$ cat src/rtl/sdram_arbiter.sv
// rtl/sdram_arbiter.sv - video/CPU arbiter for the shared SDRAM controller command port
module sdram_arbiter #(
    parameter int ADDR_W      = 24,
    parameter int DATA_W      = 32,
    parameter int MAX_VID_RUN = 8,
    parameter int TAG_DEPTH   = 4
) (
    input  logic                clk_sys,
    input  logic                rst_n,

    input  logic                vid_req_i,
    input  logic [ADDR_W-1:0]   vid_addr_i,
    output logic                vid_ready_o,
    output logic [DATA_W-1:0]   vid_rdata_o,
    output logic                vid_rvalid_o,

    input  logic                cpu_req_i,
    input  logic                cpu_we_i,
    input  logic [ADDR_W-1:0]   cpu_addr_i,
    input  logic [DATA_W-1:0]   cpu_wdata_i,
    input  logic [DATA_W/8-1:0] cpu_wstrb_i,
    output logic                cpu_ready_o,
    output logic [DATA_W-1:0]   cpu_rdata_o,
    output logic                cpu_rvalid_o,

    output logic                mem_valid_o,
    input  logic                mem_ready_i,
    output logic                mem_we_o,
    output logic [ADDR_W-1:0]   mem_addr_o,
    output logic [DATA_W-1:0]   mem_wdata_o,
    output logic [DATA_W/8-1:0] mem_wstrb_o,
    input  logic [DATA_W-1:0]   mem_rdata_i,
    input  logic                mem_rvalid_i,

    output logic                err_o
);

    localparam int STRB_W = DATA_W / 8;
    localparam int PTR_W  = (TAG_DEPTH > 1) ? $clog2(TAG_DEPTH) : 1;
    localparam int CNT_W  = $clog2(TAG_DEPTH + 1);
    localparam int RUN_W  = $clog2(MAX_VID_RUN + 1);

    localparam logic [CNT_W-1:0] TAG_FULL = CNT_W'(TAG_DEPTH);
    localparam logic [PTR_W-1:0] PTR_LAST = PTR_W'(TAG_DEPTH - 1);
    localparam logic [RUN_W-1:0] RUN_MAX  = RUN_W'(MAX_VID_RUN);

    logic             tag_id [TAG_DEPTH];
    logic [PTR_W-1:0] wr_ptr;
    logic [PTR_W-1:0] rd_ptr;
    logic [CNT_W-1:0] tag_count;
    logic [RUN_W-1:0] run_cnt;

    logic stage_free;
    logic read_ok;
    logic vid_elig;
    logic cpu_elig;
    logic grant_vid;
    logic grant_cpu;
    logic push;
    logic pop;
    logic head_id;

    assign stage_free = !mem_valid_o || mem_ready_i;
    // A same-cycle pop does not free a slot: eligibility uses the registered count only.
    assign read_ok    = (tag_count < TAG_FULL);
    assign vid_elig   = vid_req_i && read_ok;
    assign cpu_elig   = cpu_req_i && (cpu_we_i || read_ok);

    always_comb begin
        grant_vid = 1'b0;
        grant_cpu = 1'b0;
        if (stage_free) begin
            if (vid_elig && !(cpu_elig && (run_cnt == RUN_MAX))) begin
                grant_vid = 1'b1;
            end else if (cpu_elig) begin
                grant_cpu = 1'b1;
            end
        end
    end

    assign vid_ready_o = grant_vid;
    assign cpu_ready_o = grant_cpu;

    assign push    = grant_vid || (grant_cpu && !cpu_we_i);
    assign pop     = mem_rvalid_i && (tag_count != '0);
    assign head_id = tag_id[rd_ptr];

    always_ff @(posedge clk_sys or negedge rst_n) begin
        if (!rst_n) begin
            mem_valid_o <= 1'b0;
            mem_we_o    <= 1'b0;
            mem_addr_o  <= '0;
            mem_wdata_o <= '0;
            mem_wstrb_o <= '0;
        end else if (grant_vid) begin
            mem_valid_o <= 1'b1;
            mem_we_o    <= 1'b0;
            mem_addr_o  <= vid_addr_i;
            mem_wdata_o <= '0;
            mem_wstrb_o <= {STRB_W{1'b1}};
        end else if (grant_cpu) begin
            mem_valid_o <= 1'b1;
            mem_we_o    <= cpu_we_i;
            mem_addr_o  <= cpu_addr_i;
            mem_wdata_o <= cpu_wdata_i;
            mem_wstrb_o <= cpu_wstrb_i;
        end else if (mem_ready_i) begin
            mem_valid_o <= 1'b0;
        end
    end

    always_ff @(posedge clk_sys or negedge rst_n) begin
        if (!rst_n) begin
            run_cnt <= '0;
        end else if (!cpu_req_i || grant_cpu) begin
            run_cnt <= '0;
        end else if (grant_vid && (run_cnt != RUN_MAX)) begin
            run_cnt <= run_cnt + 1'b1;
        end
    end

    // Tag FIFO: records which requester owns each outstanding read, in issue order.
    always_ff @(posedge clk_sys or negedge rst_n) begin
        if (!rst_n) begin
            wr_ptr    <= '0;
            rd_ptr    <= '0;
            tag_count <= '0;
            for (int i = 0; i < TAG_DEPTH; i++) begin
                tag_id[i] <= 1'b0;
            end
        end else begin
            if (push) begin
                tag_id[wr_ptr] <= grant_cpu;
                wr_ptr         <= (wr_ptr == PTR_LAST) ? '0 : wr_ptr + 1'b1;
            end
            if (pop) begin
                rd_ptr <= (rd_ptr == PTR_LAST) ? '0 : rd_ptr + 1'b1;
            end
            case ({push, pop})
                2'b10:   tag_count <= tag_count + 1'b1;
                2'b01:   tag_count <= tag_count - 1'b1;
                default: tag_count <= tag_count;
            endcase
        end
    end

    always_ff @(posedge clk_sys or negedge rst_n) begin
        if (!rst_n) begin
            vid_rdata_o  <= '0;
            vid_rvalid_o <= 1'b0;
            cpu_rdata_o  <= '0;
            cpu_rvalid_o <= 1'b0;
        end else begin
            vid_rvalid_o <= pop && !head_id;
            cpu_rvalid_o <= pop && head_id;
            if (pop && !head_id) begin
                vid_rdata_o <= mem_rdata_i;
            end
            if (pop && head_id) begin
                cpu_rdata_o <= mem_rdata_i;
            end
        end
    end

    // A return with nothing outstanding is dropped and flagged until reset.
    always_ff @(posedge clk_sys or negedge rst_n) begin
        if (!rst_n) begin
            err_o <= 1'b0;
        end else if (mem_rvalid_i && (tag_count == '0)) begin
            err_o <= 1'b1;
        end
    end

endmodule
$ cat config.mk
export PLATFORM = sky130hd
export DESIGN_NAME = sdram_arbiter
export DESIGN_NICKNAME = d
export VERILOG_FILES = /design/src/rtl/sdram_arbiter.sv
export SDC_FILE = /design/constraint.sdc
export NUM_CORES = 1
export LEC_CHECK = 0
export ABC_AREA = 1
export BUFFER_PORTS_ARGS = -buffer_cell sky130_fd_sc_hd__buf_2
export CORE_MARGIN = 2
export CORE_UTILIZATION = 50
export CTS_BUF_LIST = sky130_fd_sc_hd__clkbuf_8
export CTS_CLUSTER_DIAMETER = 50
export CTS_CLUSTER_SIZE = 14
export DETAILED_ROUTE_END_ITERATION = 10
export MAX_ROUTING_LAYER = met4
export PLACE_DENSITY = 0.95
export SLEW_MARGIN = 5
export SYNTH_ARGS = -nofsm -noshare
export SYNTH_HDL_FRONTEND = slang
export SYNTH_SLANG_ARGS = --single-unit
$ cat constraint.sdc
create_clock -name clk_sys -period 4.95 [get_ports clk_sys]
set_clock_uncertainty 0.1 [all_clocks]
set_input_delay 0.7425 -clock clk_sys [delete_from_list [all_inputs] [get_ports clk_sys]]
set_output_delay 0.7425 -clock clk_sys [all_outputs]
set_load 0.02 [all_outputs]
# Word-level counts from Yosys, hierarchy flattened
# Index checks and enable logic that the tools add are counted.
dict set report classes {
  addsub 5
  magnitude_cmp 4
  n_eq_ne 6
  mux 27
  bitwise_logic 2
  reduce_logical 26
}
# cell count
set op_table {}
lappend op_table {{2-to-1 mux 32 bit} 2}
lappend op_table {{2-to-1 mux 24 bit} 2}
lappend op_table {{2-to-1 mux 4 bit} 4}
lappend op_table {{2-to-1 mux 1 bit} 13}
lappend op_table {{logical AND 1 bit} 11}
lappend op_table {{equality test 2 bit, second input constant} 3}
lappend op_table {{>= comparator 3 bit, second input constant} 2}
lappend op_table {{inverter 2 -> 3 bit} 2}
lappend op_table {{one-hot mux 3 bit (2 select lines)} 1}
lappend op_table {{nonzero test 2 bit} 3}
lappend op_table {{nonzero test 3 bit} 2}
lappend op_table {{zero test 1 bit} 5}
lappend op_table {{adder 2 x 1 -> 2 bit, second input constant} 2}
lappend op_table {{adder 4 x 1 -> 4 bit, second input constant} 1}
lappend op_table {{bitwise mux 4 bit} 1}
lappend op_table {{equality test 4 bit, second input constant} 1}
lappend op_table {{logical OR 1 bit} 4}
lappend op_table {{2-to-1 mux 2 bit} 2}
lappend op_table {{!= test 4 bit, second input constant} 1}
lappend op_table {{adder 3 x 1 -> 3 bit, second input constant} 1}
lappend op_table {{zero test 3 bit} 1}
lappend op_table {{less-than comparator 3 x 1 -> 1 bit, second input constant} 1}
lappend op_table {{less-than comparator 3 bit, second input constant} 1}
lappend op_table {{subtractor 3 x 1 -> 3 bit, second input constant} 1}
lappend op_table {{other kinds (3)} 3}
dict set report totals {
  regBits 144
  input_bits 123
  output_inout_bits 131
  wordCells 88
}

# Longest topological paths before layout
# Gate-level depths: netlist of the first run.
dict set report depth {
  depth_word 12
  mapped_depth 14
  depth_no_buf 14
}

# Worst setup path before layout of the first run
# OpenSTA, ideal clock, no wires.
dict set report synth_timing {
  path_kind {input -> register}
  start {input port cpu_we_i}
  end {register tag_count[2]}
  setup_ns 0.131
  arrival_time_ns 2.246
  required_time_ns 4.719
  path_slack_ns 2.474
  cell_stages 12
  path_buffers 0
  cell_sequence {inv_1 > a21oi_1 > nand2_4 > nand3_4 > nand2_1 > inv_1 > ha_1 > inv_1 > fa_1 > a21oi_1 > o21ai_0 > xor2_1}
}
dict set report synth_between {
  elab_chain_len 11
  word_cells_on_any_way 17
  cone_classes {eq/ne (2); mux (6); reduce/logical (9)}
}
# element line
set synth_rtl {}
lappend synth_rtl {{from (decl)} 18} ;# input logic cpu_we_i,
lappend synth_rtl {{logical OR 1 bit} 67} ;# assign cpu_elig = cpu_req_i && (cpu_we_i || read_ok);
lappend synth_rtl {{logical AND 1 bit} 67}
lappend synth_rtl {{logical AND 1 bit} 73} ;# if (vid_elig && !(cpu_elig && (run_cnt == RUN_MAX))) begin
lappend synth_rtl {{zero test 1 bit} 73}
lappend synth_rtl {{logical AND 1 bit} 73}
lappend synth_rtl {{2-to-1 mux 1 bit} 73}
lappend synth_rtl {{2-to-1 mux 1 bit} 72} ;# if (stage_free) begin
lappend synth_rtl {{logical AND 1 bit} 84} ;# assign push = grant_vid || (grant_cpu && !cpu_we_i);
lappend synth_rtl {{logical OR 1 bit *} 84}
lappend synth_rtl {{equality test 2 x 1 -> 1 bit or equality test 2 bit (tied branches)} 139} ;# case ({push, pop})
lappend synth_rtl {{one-hot mux 3 bit (2 select lines) or nonzero test 2 bit (tied branches)} -}
lappend synth_rtl {{to (signal assigned)} 140} ;# 2'b10: tag_count <= tag_count + 1'b1;
lappend synth_rtl {{to (signal assigned)} 141} ;# 2'b01: tag_count <= tag_count - 1'b1;
lappend synth_rtl {{to (signal assigned)} 142} ;# default: tag_count <= tag_count;
lappend synth_rtl {{to (decl)} 50} ;# logic [CNT_W-1:0] tag_count;
# Mark *: on every way between the ends. The rest lies on a longest branch, timed or not.
# A chain may end at the register's enable or synchronous reset.

# Worst setup path in the final report of the first run
dict set report layout_timing {
  start {register run_cnt[0]}
  end {output port vid_ready_o}
}
dict set report layout_between {
  elab_chain_len 6
}
# element line
set layout_rtl {}
lappend layout_rtl {{from (decl)} 51} ;# logic [RUN_W-1:0] run_cnt;
lappend layout_rtl {{from (signal assigned)} 118} ;# run_cnt <= run_cnt + 1'b1;
lappend layout_rtl {{equality test 4 bit} 73}
lappend layout_rtl {{logical AND 1 bit} 73}
lappend layout_rtl {{zero test 1 bit} 73}
lappend layout_rtl {{logical AND 1 bit} 73}
lappend layout_rtl {{2-to-1 mux 1 bit} 73}
lappend layout_rtl {{2-to-1 mux 1 bit} 72}
lappend layout_rtl {{to (decl)} 13} ;# output logic vid_ready_o,
# Every way passes these cells.

==> results of run 1 <==
==> placed cells by master, fill, tap and decap left out, drive strengths merged, types with 7 or more instances in the layout <==
cell	count
a21oi	8
buf	256
clkbuf	22
dfrtp	144
ha	8
inv	65
nand2	233
nand3	90
nor2	7
o21ai	70
==> critical path, stage by stage (launching register included) <==
cell and delay [ps]:
dfrtp_1 390, inv_1 70, ha_1 210, nand3_2 100, inv_2 60, nand2_4 90, nand3_4 450, inv_2 600
buf_2 260
==> power groups by stage <==
| stage | Clock (mW) | Combinational, mW | Sequential, mW |
|---|---|---|---|
| final | 0.900 | 2.28 | 2.00 |
| after global routing | 0.981 | 2.51 | 2.05 |
| after CTS | 0.915 | 2.30 | 1.99 |
| after detailed placement | 0 | 2.30 | 2.00 |
| after global placement | 0 | 2.22 | 1.98 |
| after floorplan | 0 | 0.978 | 2.59 |
==> metrics by stage <==
step                utilization [%]  cell area, um^2  hold WS [ps]
floorplan                         -             6090           342
global placement               61.3             7330           346
detailed placement             61.3             7330           353
CTS                            64.6             7720           370
global route                   64.6             7730           395
finish                         64.6             7730           345
==> logic make-up (layout without fill, tap and decap cells) <==
group / count (synthesis) / count (layout) / synth area share [%]
compound gates: 81 / 81 / 7.23
xor+xnor: 4 / 4 / 0.575
fa+ha+maj: 9 / 9 / 1.97
buf+inv: 97 / 348 / 7.77
flops: 144 / 144 / 59.2
other cells: 0 / 1 / 0
simple gates: 331 / 331 / 23.3
==> registers in the layout, indices dropped and copies added, names as in the netlist, 2 cells and up <==
name         count
rd_ptr           2
mem_wdata_o     32
tag_count        3
cpu_rdata_o     32
mem_wstrb_o      4
wr_ptr           2
mem_addr_o      24
run_cnt          4
vid_rdata_o     32
tag_id           4
==> per-layer routing <==
metal	share of wire, %	vias to the layer above
met3	5.3	37
li1	-	2593
met1	40	2459
met4	3.1	0
met2	51	210
met5	0	-
==> synth_stat cells, types with 4 or more instances <==
cell type,number,area share [%]
a21oi_1,6,0.49
buf_2,12,0.99
buf_4,7,0.86
buf_6,9,1.7
clkbuf_1,4,0.25
dfrtp_1,144,59
ha_1,8,1.6
inv_1,57,3.5
inv_2,5,0.31
nand2_1,231,14
nand3_1,87,7.1
o21ai_0,13,1.1
o21ai_1,57,4.7
==> worst paths after layout <==
path / cells after the start / start / to / slack (ps)
max in group asynchronous: 2 / rst_n / mem_addr_o[13] / 3410
min: 1 / rst_n / vid_rdata_o[4] / 340
max: 8 / run_cnt[0] / vid_ready_o / 1420
min in group clk_sys: 2 / mem_wdata_o[2] / mem_wdata_o[2] / 370
min reg2reg: 2 / mem_wdata_o[2] / mem_wdata_o[2] / 370
max reg2reg: 14 / run_cnt[0] / tag_count[2] / 1710
==> final cells by class <==
type / count / area (um^2)
clock inverters: 8 / 88.8
multi-input cells: 425 / 2020
diodes: 1 / 2.50
clock buffers: 22 / 303
inverters: 62 / 233
flip-flops and latches: 144 / 3600
fillers: 954 / 4240
well taps: 147 / 184
repair buffers: 256 / 1290
==> metrics.csv, run 1 <==
metric;value;unit
hold-fix buffers at CTS;0;
Final nets;1038;
CTS Buf Count;17;
cell at the root of the clock tree;clkbuf_8;
met1 Use GR;27.5;%
Max VDD drop;340;uV
status;finished clean;
Mean Syn Cell Area;9.15;um^2
Mapped Cells;666;
Top FF cell, synth;dfrtp_1;
clk buf depth;2;
I/O Buffers;253;
Finished Layout Cells;1065;
Yosys reg bits;144;
vias in the first global route;5068;
Clk pwr share;17.4;%
Peak Freq;284;MHz
die area;13100;um^2
total track usage;23.5;%
final WL;14600;um
Core Rows;40;
Setup CP Type;reg -> out;
critical path startpoint category;flop;
Final WS setup;1420;ps
Internal;2.94;mW
Lkg Pwr;4.46;nW
grt total ovfl;0;
Worst Path Arrival;2680;ps
Power Density;670;nW/um^2
Tot Pwr;5.18;mW
Rel. slew slack;25.5;%
Critical Path Fanout Max;58;
vias;5299;
met3 usage;5.40;%
GR peak layer;met2;
endpoints failing setup;0;
Post-synth ARST share;100;%
layout cells sized above 1;32.9;%
TritonCTS clock tree;yes;
synthesized area;6090;um^2
Seq/Total Area, Yosys;59.2;%
first-pass GRT wire length;23600;um
postcts setup bufs;0;
TritonRoute pass-1 iters;5;
die height;114;um
largest net degree at the start of global routing;114;
Yosys cell types;31;
Seq pwr share;38.5;%
pre-CTS setup slack;1510;ps
Least-Margin Pin Slew;1110;ps
Clock Latency Late Sink;430;ps
GP Congestion;0.831;
Post-synth EDFFs;0;
Clock Sinks;144;
Detailed Route Iter0 Violations;372;
Ys Warns;0;
die width;114;um
Syn-to-layout area delta;26.8;%
Routed Antenna Nets;0;
core footprint;12000;um^2
Worst Hold Class;in -> async;
H-tree depth;4;
final period utilization;71.2;%
placed cells;1034;
Net Sw Frac;43.3;%
Combinational Power Share;44.1;%
Max Cap Violations;0;
DRC;0;
cts repair resizes;0;
count of pins over their slew limit;0;
initial antenna violation count;1;
Req. time, crit path;4110;ps
DR WL/cell;13.7;um
crit path capture type;output port;
HPWL Detailed;10400;um
final hold violation count;0;
Tmin final;3530;ps
met2 Use GR;39.4;%
Total Neg Setup Slack;0;ps
Clock transition at path regs;70;ps
RSZ-0062 raised after global routing;no;
Net Count, Synth;798;
P_sw;2.24;mW
Via density;4.98;
IO Count;254;
Starting Density;50.9;%
(Power assumes the default switching activity.)
==> inputs of run 2 (changes only) <==
Clock period 4.95 ns to 3.5 ns, I/O delays scaled along.
==> run 2 against run 1 <==
Count of clock-buffer cells in the layout decreased by 2. Critical path depth is 2 lower. Sequential power up 41%. Sequential share of layout area decreased by 0.41 points. Via count up 0.53%. Critical endpoint is now cpu_ready_o. Largest cell class unchanged.
==> metrics.csv, run 2 (synthesized netlist as in run 1, its figures left out) <==
metric;value;unit;change
top flop regs;cpu_rdata_o: 32 flops, mem_wdata_o: 32 flops, vid_rdata_o: 32 flops;;unchanged
Net Sw Frac;42.7;%;was 43.3%
final hold violation count;0;;unchanged
die height;114;um;unchanged
Clock Sinks;144;;unchanged
H-tree depth;4;;unchanged
count of pins over their slew limit;0;;unchanged
TritonRoute pass-1 iters;4;;was 5
most common cell after layout, fill and taps aside;buf_2;;unchanged
hold wc startpoint;cpu_wdata_i[29];;
clk buf depth;2;;unchanged
Detailed Route Iter0 Violations;471;;was 372
max incr delay on CP;440;ps;was 600 ps
critical path startpoint category;flop;;unchanged
endpoints failing setup;0;;unchanged
Routed Antenna Nets;0;;unchanged
GP Congestion;0.853;;was 0.831
final period utilization;83.0;%;
Internal;4.26;mW;was 2.94 mW
RSZ-0062 raised after global routing;no;;unchanged
final WL;14700;um;was 14,600 um
DR WL/cell;13.8;um;was 13.7 um
Via density;4.98;;about the same
Worst Path Arrival;2280;ps;was 2680 ps
Lkg Pwr;4.50;nW;was 4.46 nW
worst setup path start;tag_count[2];;was run_cnt[0]
Seq pwr share;37.9;%;was 38.5%
Final WS setup;594;ps;was 1420 ps
Routed met1 length;5990;um;was 5880 um
metal3 WL;699;um;was 772 um
layout cells sized above 1;32.9;%;about the same
fillers;994;;was 954
Core Rows;40;;unchanged
I/O Buffers;253;;unchanged
cell at the root of the clock tree;clkbuf_8;;unchanged
Finished Layout Cells;1069;;was 1,065
Max VDD drop;456;uV;was 340 uV
Starting Density;50.9;%;unchanged
first-pass GRT wire length;23800;um;was 23,600 um
die width;114;um;unchanged
die area;13100;um^2;unchanged
placed cells;1036;;was 1,034
core footprint;12000;um^2;unchanged
FF-to-FF Start;run_cnt[0];;unchanged
DRC;0;;unchanged
grt total ovfl;0;;unchanged
crit path capture type;output port;;unchanged
Combinational Power Share;43.5;%;was 44.1%
total track usage;24.1;%;was 23.5%
pre-CTS setup slack;661;ps;was 1510 ps
most frequent cells in the layout;252 x buf_2, 230 x nand2_1, 144 x dfrtp_1;;unchanged
Clock Latency Late Sink;430;ps;about the same
CTS Buf Count;17;;unchanged
top layer reached by signal wires;met4;;unchanged
Top Family by Delay on Critical Path;simple AND/OR/NAND/NOR gates;;was buffers and inverters
Critical Path Fanout Max;36;;was 58
crit path cell chain;nand2_1, nand2_2, nor2_8, inv_2, a21oi_4, buf_2;;was inv_1, ha_1, nand3_2, inv_2, nand2_4, nand3_4, inv_2, buf_2
Syn-to-layout area delta;28.0;%;was 26.8%
IO Count;254;;unchanged
Worst Hold Class;in -> reg;;was in -> async
HPWL Detailed;10600;um;was 10,400 um
WL met2;7510;um;was 7520 um
Peak Freq;344;MHz;
Req. time, crit path;2870;ps;was 4110 ps
Rel. slew slack;26.0;%;was 25.5%
Total Neg Setup Slack;0;ps;unchanged
vias;5327;;was 5,299
initial antenna violation count;2;;was 1
P_sw;3.18;mW;was 2.24 mW
vias in the first global route;5108;;was 5,068
Clock transition at path regs;80;ps;was 70 ps
Max Cap Violations;0;;unchanged
Setup CP Type;reg -> out;;unchanged
Least-Margin Pin Slew;1110;ps;about the same
Tmin final;2910;ps;
Final nets;1041;;was 1,038
worst path bufs/invs;2;;was 4
Clk pwr share;18.6;%;was 17.4%
Tot Pwr;7.44;mW;was 5.18 mW
TritonCTS clock tree;yes;;unchanged
largest net degree at the start of global routing;67;;was 114
Power Density;955;nW/um^2;was 670 nW/um^2
status;finished clean;;unchanged
Crit-path slowest cell;dfrtp_1;;was inv_2
-- run 2: cell types whose count changed in the layout (fill, tap and decap cells not counted), sizes merged --
cell,change
buf,+2
bufinv,+2
clkbuf,-2
clkinvlp,-1
diode,+1
dlygate4sd3,+1
inv,+1
-- run 2: final cells by class --
type	count	area [um^2]	share of cell area, %
Inverter	62	233	2.99
Sequential cell	144	3600	46.2
Clock buffer	20	275	3.53
Clock inverter	10	145	1.86
Antenna cell	2	5.00	0.0642
Multi-Input combinational cell	425	2020	25.9
Tap cell	147	184	2.36
Timing Repair Buffer	259	1330	17.1
-- run 2: per-stage QoR --
stage          hold slack (ps)  instance area (um^2)  utilization [%]
2_1_floorplan              129                  6090                -
3_3_place_gp               343                  7360             61.5
3_5_place_dp               349                  7360             61.5
4_1_cts                    158                  7790             65.1
5_1_grt                    166                  7790             65.2
6_report                   188                  7790             65.2
-- run 2: routing by layer --
metal / track usage (%) / vias up
li1: - / 2588
met1: 27.8 / 2481
met2: 39.5 / 211
met3: 4.66 / 47
met4: 13.7 / 0
met5: - / -
-- run 2: power groups by stage --
| stage | Sequential (mW) | Clock, mW | Combinational [mW] |
|---|---|---|---|
| after global routing | 2.90 | 1.50 | 3.56 |
| after global placement | 2.80 | 0 | 3.16 |
| after floorplan | 3.66 | 0 | 1.38 |
| after CTS | 2.81 | 1.41 | 3.26 |
| after detailed placement | 2.83 | 0 | 3.26 |
| final | 2.82 | 1.38 | 3.24 |
-- run 2: worst paths after layout --
path / to / slack (ps) / cells after the start
setup / recovery: cpu_ready_o / 590 / 6
min in group asynchronous: cpu_rdata_o[9] / 580 / 2
hold / removal: mem_wdata_o[29] / 190 / 3
setup reg to reg: tag_count[2] / 820 / 14
hold reg to reg: mem_wdata_o[2] / 370 / 2
max in group asynchronous: vid_rdata_o[8] / 1940 / 3
-- run 2: timing repair --
| item | in CTS | in global routing |
|---|---|---|
| resized for setup | 0 | 0 |
| buffers inserted | 0 | 0 |
| hold buffers | 1 | 0 |
| endpoints found under the hold margin | 64 | 0 |
-- run 2: worst min-delay path: cells and delay by family --
family | cells | cell delay (ps)
buffers and inverters | 1 | 80
AND/OR/NAND/NOR | 2 | 90
==> inputs of run 3 (changes only) <==
Clock period 3.5 ns to 3.03 ns, I/O delays scaled along.
==> run 3 against run 2 <==
Final cell count grew 0.65%. Sequential power grew 15%. Count of clock-buffer cells in the layout grew 1. Wire length grew 2.1%. Sequential cell count is the same. Final area grew 1.8%. Power grew 20%. Die area is the same. Critical endpoint is now vid_ready_o.
==> metrics.csv, run 3 (synthesized netlist as in run 1, its figures left out) <==
metric;value;unit;change
I/O Buffers;253;;unchanged
Starting Density;50.9;%;unchanged
Lkg Pwr;4.56;nW;was 4.50 nW
endpoints failing setup;0;;unchanged
postcts setup bufs;0;;unchanged
most frequent cells in the layout;252 x buf_2, 230 x nand2_1, 144 x dfrtp_1;;unchanged
GP Congestion;0.877;;was 0.853
Worst Path Arrival;2230;ps;was 2280 ps
final WL;15000;um;was 14,700 um
final period utilization;92.0;%;
Internal;5.23;mW;was 4.26 mW
Critical Path Fanout Max;47;;was 36
Total Neg Setup Slack;0;ps;unchanged
Req. time, crit path;2480;ps;was 2870 ps
first-pass GRT wire length;24100;um;was 23,800 um
RSZ-0062 raised after global routing;no;;unchanged
TritonRoute pass-1 iters;5;;was 4
count of pins over their slew limit;0;;unchanged
Peak Freq;359;MHz;
critical path startpoint category;flop;;unchanged
die height;114;um;unchanged
DR WL/cell;14.0;um;was 13.8 um
CTS Buf Count;17;;unchanged
Setup CP Type;reg -> out;;unchanged
largest net degree at the start of global routing;66;;was 67
Combinational Power Share;42.1;%;was 43.5%
P_sw;3.72;mW;was 3.18 mW
top flop regs;cpu_rdata_o: 32 flops, mem_wdata_o: 32 flops, vid_rdata_o: 32 flops;;unchanged
H-tree depth;4;;unchanged
Least-Margin Pin Slew;641;ps;was 1110 ps
Clock Sinks;144;;unchanged
Via density;4.97;;was 4.98
HPWL Detailed;10900;um;was 10,600 um
grt total ovfl;0;;unchanged
Final nets;1046;;was 1,041
Core Rows;40;;unchanged
IO Count;254;;unchanged
Max VDD drop;590;uV;was 456 uV
final hold violation count;0;;unchanged
status;finished clean;;unchanged
layout cells sized above 1;33.7;%;was 32.9%
most common cell after layout, fill and taps aside;buf_2;;unchanged
Routed Antenna Nets;0;;unchanged
crit path capture type;output port;;unchanged
Rel. slew slack;57.3;%;was 26.0%
Clk pwr share;21.8;%;was 18.6%
vias;5348;;was 5,327
TritonCTS clock tree;yes;;unchanged
die area;13100;um^2;unchanged
Syn-to-layout area delta;30.2;%;was 28.0%
Clock transition at path regs;80;ps;about the same
die width;114;um;unchanged
Detailed Route Iter0 Violations;438;;was 471
Worst Hold Class;in -> reg;;unchanged
Net Sw Frac;41.6;%;was 42.7%
vias in the first global route;5153;;was 5,108
Power Density;1130;nW/um^2;was 955 nW/um^2
DRC;0;;unchanged
Clock Latency Late Sink;440;ps;was 430 ps
total track usage;24.4;%;was 24.1%
core footprint;12000;um^2;unchanged
Tmin final;2790;ps;
Seq pwr share;36.1;%;was 37.9%
cell at the root of the clock tree;clkbuf_8;;unchanged
share of the core filled with cells;66.3;%;was 65.2%
Max Cap Violations;0;;unchanged
clk buf depth;2;;unchanged
initial antenna violation count;2;;unchanged
[run 3: cell count changes in the layout (fill, tap and decap cells not counted)]
cell	before	now
buf_4	4	9
bufinv_16	4	7
inv_1	61	59
clkbuf_8	20	21
clkinv_2	2	1
inv_6	0	1
[run 3: metrics by stage]
stage / total power [mW] / hold slack (ps) / worst slack, ps / area [um^2] / cells
6_report: 8.95 / 110 / 244 / 7930 / 1076
5_1_grt: 9.58 / 91.2 / 78.7 / 7930 / 1076
4_1_cts: 9.01 / 89.8 / 230 / 7930 / 1074
3_5_place_dp: 7.05 / 319 / 541 / 7400 / 1041
3_3_place_gp: 6.89 / 321 / 616 / 7400 / 1041
2_1_floorplan: 5.82 / 58.9 / 770 / 6090 / 666
[run 3: power by group through the flow]
stage	clock network, mW	registers, mW	logic, mW
finish	1.95	3.24	3.77
floorplan	0	4.22	1.60
global placement	0	3.23	3.66
global route	2.07	3.35	4.17
detailed placement	0	3.26	3.79
CTS	1.97	3.24	3.80
[run 3: path summary, 6_finish.rpt]
kind,start,endpoint,slack (ps),cells past startpoint
max,run_cnt[0],vid_ready_o,240,9
min,cpu_wdata_i[29],mem_wdata_o[29],110,3
min in group asynchronous,rst_n,vid_rdata_o[3],420,2
max in group asynchronous,rst_n,run_cnt[3],1590,3
min reg2reg,mem_wdata_o[2],mem_wdata_o[2],370,2
max reg2reg,run_cnt[0],tag_count[2],490,14
[run 3: final cells by class]
class / count / area (um^2)
clock buffer: 21 / 289
fill: 946 / 4030
antenna: 2 / 5.00
inverter: 62 / 233
sequential: 144 / 3600
timing repair buffer: 264 / 1370
tap: 147 / 184
clock inverter: 11 / 231
multi-input combinational: 425 / 2020
[run 3: critical path: stages, from the launching register on]
cell and delay [ps]:
dfrtp_1 430, inv_1 100, ha_1 160, nand3_2 110
inv_2 110, nand2_4 80, nand3_4 140, buf_4 410
inv_2 70, buf_2 170
[run 3: what timing repair did]
action | in CTS | in global routing
gates resized for setup | 0 | 0
hold buffers | 1 | 0
endpoints found under the hold margin | 47 | 0
[run 3: per-layer routing]
| layer | share of wire (%) | GRT usage [%] | up-vias |
|---|---|---|---|
| li1 | - | - | 2613 |
| met1 | 39 | 27.9 | 2463 |
| met2 | 51 | 40.0 | 220 |
| met3 | 6.2 | 6.03 | 52 |
| met4 | 4.1 | 12.5 | 0 |
| met5 | 0 | - | - |
